## src/rtl/comp_search_pkg.sv

```systemverilog
// Shared definitions for comparator-side logic: search state encoding and
// the flag sanity check that future comparator checkers reuse.
package comp_search_pkg;

    typedef enum logic {
        S_IDLE   = 1'b0,
        S_SEARCH = 1'b1
    } state_t;

    // A well-behaved comparator asserts exactly one of its three flags.
    function automatic logic flags_onehot(input logic eq, input logic gt, input logic lt);
        return (eq & ~gt & ~lt) | (~eq & gt & ~lt) | (~eq & ~gt & lt);
    endfunction

endpackage

```

## src/rtl/comp_search.sv

```systemverilog
// Binary-search controller: drives a probe onto an external magnitude
// comparator and converges on the unknown value at the comparator's B port.
module comp_search
    import comp_search_pkg::*;
#(
    parameter int WIDTH = 8
) (
    input  logic                          clk,
    input  logic                          rst,
    input  logic                          start,
    output logic [WIDTH-1:0]              A,
    input  logic                          AeqB,
    input  logic                          AgtB,
    input  logic                          AltB,
    output logic                          busy,
    output logic                          done,
    output logic                          found,
    output logic [WIDTH-1:0]              result,
    output logic                          err,
    output logic [$clog2(WIDTH+2)-1:0]    probes
);

    localparam int PW = $clog2(WIDTH+2);
    localparam logic [WIDTH:0]  HI_INIT    = {1'b0, {WIDTH{1'b1}}};
    localparam logic [PW-1:0]   MAX_PROBES = PW'(WIDTH + 1);

    state_t            state_q, state_d;
    logic [WIDTH-1:0]  a_q, a_d;
    logic [WIDTH:0]    lo_q, lo_d;
    logic [WIDTH:0]    hi_q, hi_d;
    logic [PW-1:0]     probes_q, probes_d;
    logic              done_q, done_d;
    logic              found_q, found_d;
    logic              err_q, err_d;
    logic [WIDTH-1:0]  result_q, result_d;

    logic [WIDTH:0]    a_ext;
    logic [WIDTH:0]    nlo, nhi;
    logic              issue;
    logic              fail;

    // Bounds never exceed 2^WIDTH-1, so the WIDTH+1 bit sum cannot overflow.
    function automatic logic [WIDTH-1:0] midpoint(input logic [WIDTH:0] lo, input logic [WIDTH:0] hi);
        logic [WIDTH:0] sum;
        sum = lo + hi;
        return sum[WIDTH:1];
    endfunction

    assign a_ext = {1'b0, a_q};

    always_comb begin
        state_d  = state_q;
        a_d      = a_q;
        lo_d     = lo_q;
        hi_d     = hi_q;
        probes_d = probes_q;
        done_d   = 1'b0;
        found_d  = found_q;
        err_d    = err_q;
        result_d = result_q;
        nlo      = lo_q;
        nhi      = hi_q;
        issue    = 1'b0;
        fail     = 1'b0;

        case (state_q)
            S_IDLE: begin
                if (start) begin
                    lo_d     = '0;
                    hi_d     = HI_INIT;
                    a_d      = midpoint('0, HI_INIT);
                    probes_d = PW'(1);
                    found_d  = 1'b0;
                    err_d    = 1'b0;
                    result_d = '0;
                    state_d  = S_SEARCH;
                end
            end
            S_SEARCH: begin
                if (!flags_onehot(AeqB, AgtB, AltB)) begin
                    fail = 1'b1;
                end else if (AeqB) begin
                    result_d = a_q;
                    found_d  = 1'b1;
                    done_d   = 1'b1;
                    state_d  = S_IDLE;
                end else if (AgtB) begin
                    if (a_ext == lo_q) begin
                        fail = 1'b1;
                    end else begin
                        nhi   = a_ext - (WIDTH+1)'(1);
                        issue = 1'b1;
                    end
                end else begin
                    if (a_ext == hi_q) begin
                        fail = 1'b1;
                    end else begin
                        nlo   = a_ext + (WIDTH+1)'(1);
                        issue = 1'b1;
                    end
                end

                // Probe-count guard keeps an inconsistent comparator from looping.
                if (issue) begin
                    if (probes_q >= MAX_PROBES) begin
                        fail = 1'b1;
                    end else begin
                        lo_d     = nlo;
                        hi_d     = nhi;
                        a_d      = midpoint(nlo, nhi);
                        probes_d = probes_q + PW'(1);
                    end
                end

                if (fail) begin
                    err_d   = 1'b1;
                    done_d  = 1'b1;
                    state_d = S_IDLE;
                end
            end
            default: state_d = S_IDLE;
        endcase
    end

    always_ff @(posedge clk or posedge rst) begin
        if (rst) begin
            state_q  <= S_IDLE;
            a_q      <= '0;
            lo_q     <= '0;
            hi_q     <= '0;
            probes_q <= '0;
            done_q   <= 1'b0;
            found_q  <= 1'b0;
            err_q    <= 1'b0;
            result_q <= '0;
        end else begin
            state_q  <= state_d;
            a_q      <= a_d;
            lo_q     <= lo_d;
            hi_q     <= hi_d;
            probes_q <= probes_d;
            done_q   <= done_d;
            found_q  <= found_d;
            err_q    <= err_d;
            result_q <= result_d;
        end
    end

    assign A      = a_q;
    assign busy   = (state_q == S_SEARCH);
    assign done   = done_q;
    assign found  = found_q;
    assign result = result_q;
    assign err    = err_q;
    assign probes = probes_q;

endmodule

```

## config.mk

```make
export PLATFORM = sky130hd
export DESIGN_NAME = comp_search
export DESIGN_NICKNAME = d
export VERILOG_FILES = /design/src/rtl/comp_search_pkg.sv /design/src/rtl/comp_search.sv
export SDC_FILE = /design/constraint.sdc
export NUM_CORES = 1
export LEC_CHECK = 0
export BUFFER_PORTS_ARGS = -buffer_cell sky130_fd_sc_hd__buf_2
export CORE_ASPECT_RATIO = 1.75
export CORE_MARGIN = 5
export CORE_UTILIZATION = 50
export DETAILED_ROUTE_END_ITERATION = 12
export PLACE_DENSITY_LB_ADDON = 0.12
export SETUP_SLACK_MARGIN = 0.1
export SLEW_MARGIN = 20
export SYNTH_ARGS = -nofsm -noshare
export SYNTH_HDL_FRONTEND = slang
export SYNTH_SLANG_ARGS = --single-unit
```

## constraint.sdc

```tcl
create_clock -name clk -period 4.01 [get_ports clk]
set_input_delay 0.401 -clock clk [delete_from_list [all_inputs] [get_ports clk]]
set_output_delay 0.401 -clock clk [all_outputs]
set_load 0.02 [all_outputs]
```

==> results.md, run 1 <==
* Diode count at 0
* Rows at 36
* Max-cap check violation count at 0
* Clock Sinks at 42
* Die ar. at 7190 µm²
* CTS tree: yes
* Leakage power at 1.40 nW
* Mapped Area at 2770 µm²
* Sequential Power Share at 41.9%
* Placer's final routability congestion estimate at 0.954
* Root buf cell: clkbuf_8
* Nets at 364
* Initial antenna violation count at 0
* Routed WL at 6990 µm
* Most common cell after layout, fill and taps aside: nand2_1
* Fraction of layout cells with a size suffix above 1 at 15.4%
* Final setup viols at 0
* Pre-CTS setup slack at 445 ps
* Most frequent cells in the layout: nand2_1, dfrtp_1, nor2_1
* Worst EP required at 4180 ps
* Worst skew pair latency at 310 ps
* Post-DR wirelength/cell at 16.6 µm
* RSZ-0062 raised after global routing: no
* Final hold viol count at 0
* Total CTS buffers at 5
* Clock network fraction of total power at 20.6%
* Synth Register Bits at 42
* Slew margin rel. at 30.7%
* Post-synth EDFFs at 0
* Period utilisation layout at 89.4%
* Final slew viol count at 0
* Register area share after synthesis at 37.9%
* Fill cell count at 550
* Switch share at 39.1%
* DIE WIDTH at 66.3 µm
* Crit path buf inv count at 0
* Setup ws final at 424 ps
* Comb pwr share at 37.4%
* DRT antenna net count at 0
* Min-Delay Path Class: in -> async
* Max Clk Rate at 279 MHz
* Internal power at 0.772 mW
* Vias in the first global route at 2323
* Via Count at 2310
* Pwr/cell area at 418 nW/µm²
* Post-synth ARST share at 100%
* HPWL Detailed at 5160 µm
* Core ar. at 5500 µm²
* Layout Cells excl Fill at 421
* Slowest cell on the critical path: dfrtp_1
* Switching power at 0.497 mW
* H-tree depth at 2
* Avg Inst Size Synth at 8.63 µm²
* CTS clock-pin slew for the worst setup and hold paths at 80 ps
* Most Frequent Cell on Critical Path: a21o_1
* Vias/cell at 5.49
* Maximum vdd drop at 0.243 mV
* Worst path top cell family by delay: compound AO/OA/AOI/OAI gates
* Die H at 108 µm
* Placed Cells at 414
* Clk_skew at 9.29 ps
* Final critical-path required period at 3590 ps
* Crit-path max FO at 18
* Total GRT Usage at 21.9%
* Sum Neg Setup Slack at 0 ps
* DRT iter0 DRCs at 78
* Crit. End Element: flip-flop
* DRC at 0
* Synthesis Warnings at 0
* Syn Inst Count at 321
* IO Count at 30
* PortBufs at 29
* Area Growth Syn to Fin at 9.58%
* First-pass GRT wire length at 11700 µm
* Post-CTS Repair Setup Buffers at 0
* Status: finished clean
* Crit path cell chain: xor2_1 > nor4_4 > a31oi_4 > mux2i_1 > fa_1 > nor2b_1 > o21ai_0 > nand2_1 > a21o_1 > a21o_1 > a31oi_1 > xnor2_1 > o21ai_1
* Primary FF master, synth: dfrtp_1
* Slew @ Worst Pin at 1040 ps
* Max stage delay on crit path at 620 ps
* Post-CTS sizing at 0
* Pre-Repair DR Iteration Count at 4
* GR Overflow Total at 0
* Netlist cell types at 48
* Initial Util at 50.4%
* Arr. time, crit path at 3750 ps
* Hold-fix buffers, CTS at 0
* Critical path type: reg -> reg
* Post-synth net total at 340
* Largest net degree at the start of global routing at 43
* Max clock buf depth at 2
* CP Launch Type: flip-flop
[routing by layer]
| metal | global-route usage (%) | vias up | wire (µm) |
|---|---|---|---|
| met4 | 9.45 | 0 | 179 |
| met3 | 3.85 | 13 | 246 |
| met1 | 25.4 | 1103 | 2750 |
| li1 | - | 1141 | - |
| met2 | 38.6 | 53 | 3810 |
| met5 | 0 | - | 0 |
[flip-flops by register name, indices dropped and copies added, names as in the netlist]
register,flops
lo_q,9
hi_q,9
result,8
found,1
busy,1
err,1
A,8
done,1
probes,4
[Yosys cell counts (2+ instances only)]
library cell | n | area (µm²)
clkbuf_1 | 6 | 22.5
mux2i_1 | 2 | 20.0
nand2_1 | 48 | 180
a32o_1 | 2 | 20.0
xnor2_1 | 14 | 123
nor3b_1 | 2 | 15.0
nor3_1 | 17 | 85.1
buf_6 | 4 | 45.0
a21oi_2 | 2 | 17.5
a21oi_1 | 15 | 75.1
o21ai_1 | 6 | 30.0
o211ai_1 | 3 | 22.5
dfrtp_1 | 42 | 1050
nand3_1 | 16 | 80.1
and3_1 | 2 | 12.5
buf_2 | 9 | 45.0
xor2_1 | 21 | 184
ha_1 | 12 | 150
o21ai_0 | 20 | 100
or3_1 | 2 | 12.5
a41oi_1 | 2 | 17.5
nor2_1 | 32 | 120
nor2b_1 | 3 | 18.8
a21o_1 | 6 | 45.0
inv_1 | 10 | 37.5
[kinds of logic after synthesis]
group	share of synthesized area, %
AOI/OAI and AO/OA	16.4
xor gates and xnor gates	11.7
adders and majority gates	6.14
buffers and inverters	5.56
DFF	37.9
muxes	0.723
and+or+nand+nor	21.6
[worst min-delay path: cells and delay by family]
kind | cells | cell delay [ps]
buffers and inverters | 3 | 560
[stage by stage]
| stage | util, % | power, mW | hold WS, ps | instance area [µm²] |
|---|---|---|---|---|
| 2_1_floorplan | - | 0.900 | 499 | 2770 |
| 3_3_place_gp | 53.8 | 1.02 | 458 | 2960 |
| 3_5_place_dp | 53.8 | 1.02 | 461 | 2960 |
| 4_1_cts | 55.2 | 1.28 | 230 | 3040 |
| 5_1_grt | 55.2 | 1.35 | 271 | 3040 |
| 6_report | 55.2 | 1.27 | 206 | 3040 |
[power groups by stage]
stage          Clock [mW]  Combinational, mW  Sequential [mW]
3_3_place_gp            0              0.476            0.539
3_5_place_dp            0              0.475            0.540
5_1_grt             0.288              0.522            0.541
4_1_cts             0.273              0.478            0.532
6_report            0.262              0.475            0.532
2_1_floorplan           0              0.357            0.543
[worst paths after layout]
path                       start  endpoint  slack [ps]  cells past startpoint
setup / recovery            A[6]      A[7]         420                     13
hold / removal               rst      A[0]         210                      3
setup reg to reg            A[6]      A[7]         420                     13
hold reg to reg            found     found         480                      1
max in group asynchronous    rst   lo_q[0]        3430                      3
min in group clk            AeqB       err         450                      3
[cell type report]
| class | count | area, µm² | area share (%) |
|---|---|---|---|
| sequential | 42 | 1050 | 34.6 |
| tap | 76 | 95.1 | 3.13 |
| timing repair buffer | 37 | 205 | 6.76 |
| multi-input combinational | 249 | 1570 | 51.7 |
| clock buffer | 7 | 76.3 | 2.51 |
| inverter | 10 | 37.5 | 1.24 |
(Power assumes the default switching activity.)
==> run 2, diff against run 1 <==
Clock period 4.01 ns to 4.3 ns, I/O delays scaled along.
==> run 2 against run 1 <==
Sequential share of layout area hardly changed. Register-to-register slack gained 250 ps. Highest routed layer unchanged. Largest cell class unchanged. Setup slack improved by 250 ps. Count of clock-buffer cells in the layout down 2. Combinational power shrank 10%. Hold slack improved by 47 ps. Routed wire length down 2.1%. Flip-flop and latch count unchanged.
==> results.md, run 2 (same netlist as run 1, synthesis figures left out) <==
* HPWL Detailed at 4840 µm (-6.2%)
* Most frequent cells in the layout: nand2_1, dfrtp_1, nor2_1
* Post-CTS sizing at 0 (unchanged)
* Wire length on met1 at 2820 µm (+2.6%)
* CP Launch Type: flip-flop
* Slew margin rel. at 30.1% (-0.56 points)
* Sum Neg Setup Slack at 0 ps (unchanged)
* Critical path type: reg -> reg
* Hold-fix buffers, CTS at 0 (unchanged)
* Max-cap check violation count at 0 (unchanged)
* Maximum vdd drop at 0.278 mV (+14%)
* Core ar. at 5500 µm² (unchanged)
* Leakage power at 1.40 nW (+0.15%)
* DRC at 0 (unchanged)
* Top routing layer in use: met4
* Max Clk Rate at 275 MHz (-1.2%)
* Worst skew pair latency at 300 ps (about the same)
* Vias/cell at 5.54 (+0.94%)
* Diode count at 0 (unchanged)
* Clk_skew at 1.44 ps (-7.84 ps)
* Placer's final routability congestion estimate at 0.853 (-11%)
* Routed WL at 6840 µm (-2.1%)
* Die H at 108 µm (unchanged)
* Rows at 36 (unchanged)
* IO Count at 30 (unchanged)
* Fill cell count at 557 (+1.3%)
* Crit. End Element: flip-flop
* Pre-CTS setup slack at 753 ps (+308 ps)
* Post-CTS Repair Setup Buffers at 0 (unchanged)
* Final slew viol count at 0 (unchanged)
* Worst EP required at 4450 ps (+270 ps)
* Largest net degree at the start of global routing at 43 (unchanged)
* RSZ-0062 raised after global routing: no
* Total GRT Usage at 20.9% (-1.0 points)
* Metal3 WL at 219 µm (-11%)
* Initial antenna violation count at 0 (unchanged)
* Nets at 360 (-1.1%)
* Biggest regs: hi_q (9), lo_q (9)
* Period utilisation layout at 84.4% (-5.0 points)
* CTS tree: yes
* Vias in the first global route at 2353 (+1.3%)
* Met2 wire len at 3610 µm (-5.2%)
* GR Overflow Total at 0 (unchanged)
* Crit-path max FO at 9 (-9)
* H-tree depth at 2 (unchanged)
* Setup ws final at 669 ps (+246 ps)
* Placed Cells at 410 (-0.97%)
* Clock Sinks at 42 (unchanged)
* Status: finished clean
* DRT antenna net count at 0 (unchanged)
* Final setup viols at 0 (unchanged)
* PortBufs at 29 (unchanged)
* Area Growth Syn to Fin at 9.67% (about the same)
* Fraction of layout cells with a size suffix above 1 at 15.2% (-0.16 points)
* First-pass GRT wire length at 11600 µm (-1.4%)
* Final critical-path required period at 3630 ps (+44.2 ps)
* CTS clock-pin slew for the worst setup and hold paths at 80 ps (about the same)
* Via Count at 2315 (+0.22%)
* Most common cell after layout, fill and taps aside: nand2_1
* Root buf cell: clkbuf_8
* DRT iter0 DRCs at 65 (-17%)
* DIE WIDTH at 66.3 µm (unchanged)
* Arr. time, crit path at 3780 ps (+30 ps)
* Post-DR wirelength/cell at 16.4 µm (-1.4%)
* Total CTS buffers at 5 (unchanged)
* Layout Cells excl Fill at 418 (-0.71%)
* Pre-Repair DR Iteration Count at 4 (unchanged)
* Max clock buf depth at 2 (unchanged)
* Slew @ Worst Pin at 1050 ps (+12.2 ps)
* Final hold viol count at 0 (unchanged)
* Pwr/cell area at 410 nW/µm² (-1.9%)
* Reg2Reg Depth at 14 (+1)
* Min-Delay Path Class: in -> async
* Die ar. at 7190 µm² (unchanged)
* Initial Util at 50.4% (unchanged)
[run 2: cell count changes in the layout (fill, tap and decap cells not counted)]
cell       before  now
clkbuf_1        2    0
bufinv_16       0    1
clkinv_2        0    2
buf_4           8    4
[run 2: routing by layer]
layer	track usage, %	vias up
li1	-	1136
met1	25.0	1114
met2	36.5	51
met3	3.12	14
met4	8.58	0
met5	0	-
[run 2: area by class of cell]
| class | instances | area, µm² | share of cell area (%) |
|---|---|---|---|
| Clock buffer | 5 | 68.8 | 2.27 |
| Timing Repair Buffer | 33 | 175 | 5.77 |
| Tap cell | 76 | 95.1 | 3.13 |
| Inverter | 10 | 37.5 | 1.24 |
| Sequential cell | 42 | 1050 | 34.6 |
| Clock inverter | 3 | 40.0 | 1.32 |
| Multi-Input combinational cell | 249 | 1570 | 51.7 |
[run 2: power by group]
| group | total, mW | internal, mW | switching [mW] |
|---|---|---|---|
| Clock | 0.315 | 0.171 | 0.144 |
| Combinational | 0.427 | 0.169 | 0.258 |
| Sequential | 0.505 | 0.433 | 0.0717 |
[run 2: critical path: stages, from the launching register on]
cell and delay [ps]:
dfrtp_1 520, xor2_1 210, nor4_2 410, nand4_2 240
nand2_1 270, o21ai_0 190, ha_1 380, nor2b_1 150
o21ai_0 150, nand2_1 140, a21o_1 200, a21o_1 190
a31oi_1 200, xnor2_1 140, o21ai_1 70
[run 2: final timing paths]
check,startpoint,endpoint,slack [ps]
worst max-delay path,A[7],A[7],670
worst min-delay path,rst,lo_q[1],250
max in group asynchronous,rst,A[6],3660
worst max register to register,A[7],A[7],670
min in group clk,found,found,480
worst min register to register,found,found,480
[run 2: through the flow]
stage / power (mW) / hold slack [ps] / cell area [µm²] / util, %
detailed placement: 0.940 / 461 / 2930 / 53.3
floorplan: 0.839 / 499 / 2770 / -
finish: 1.25 / 253 / 3040 / 55.3
global placement: 0.936 / 455 / 2930 / 53.3
global route: 1.32 / 312 / 3040 / 55.3
CTS: 1.25 / 277 / 3040 / 55.3
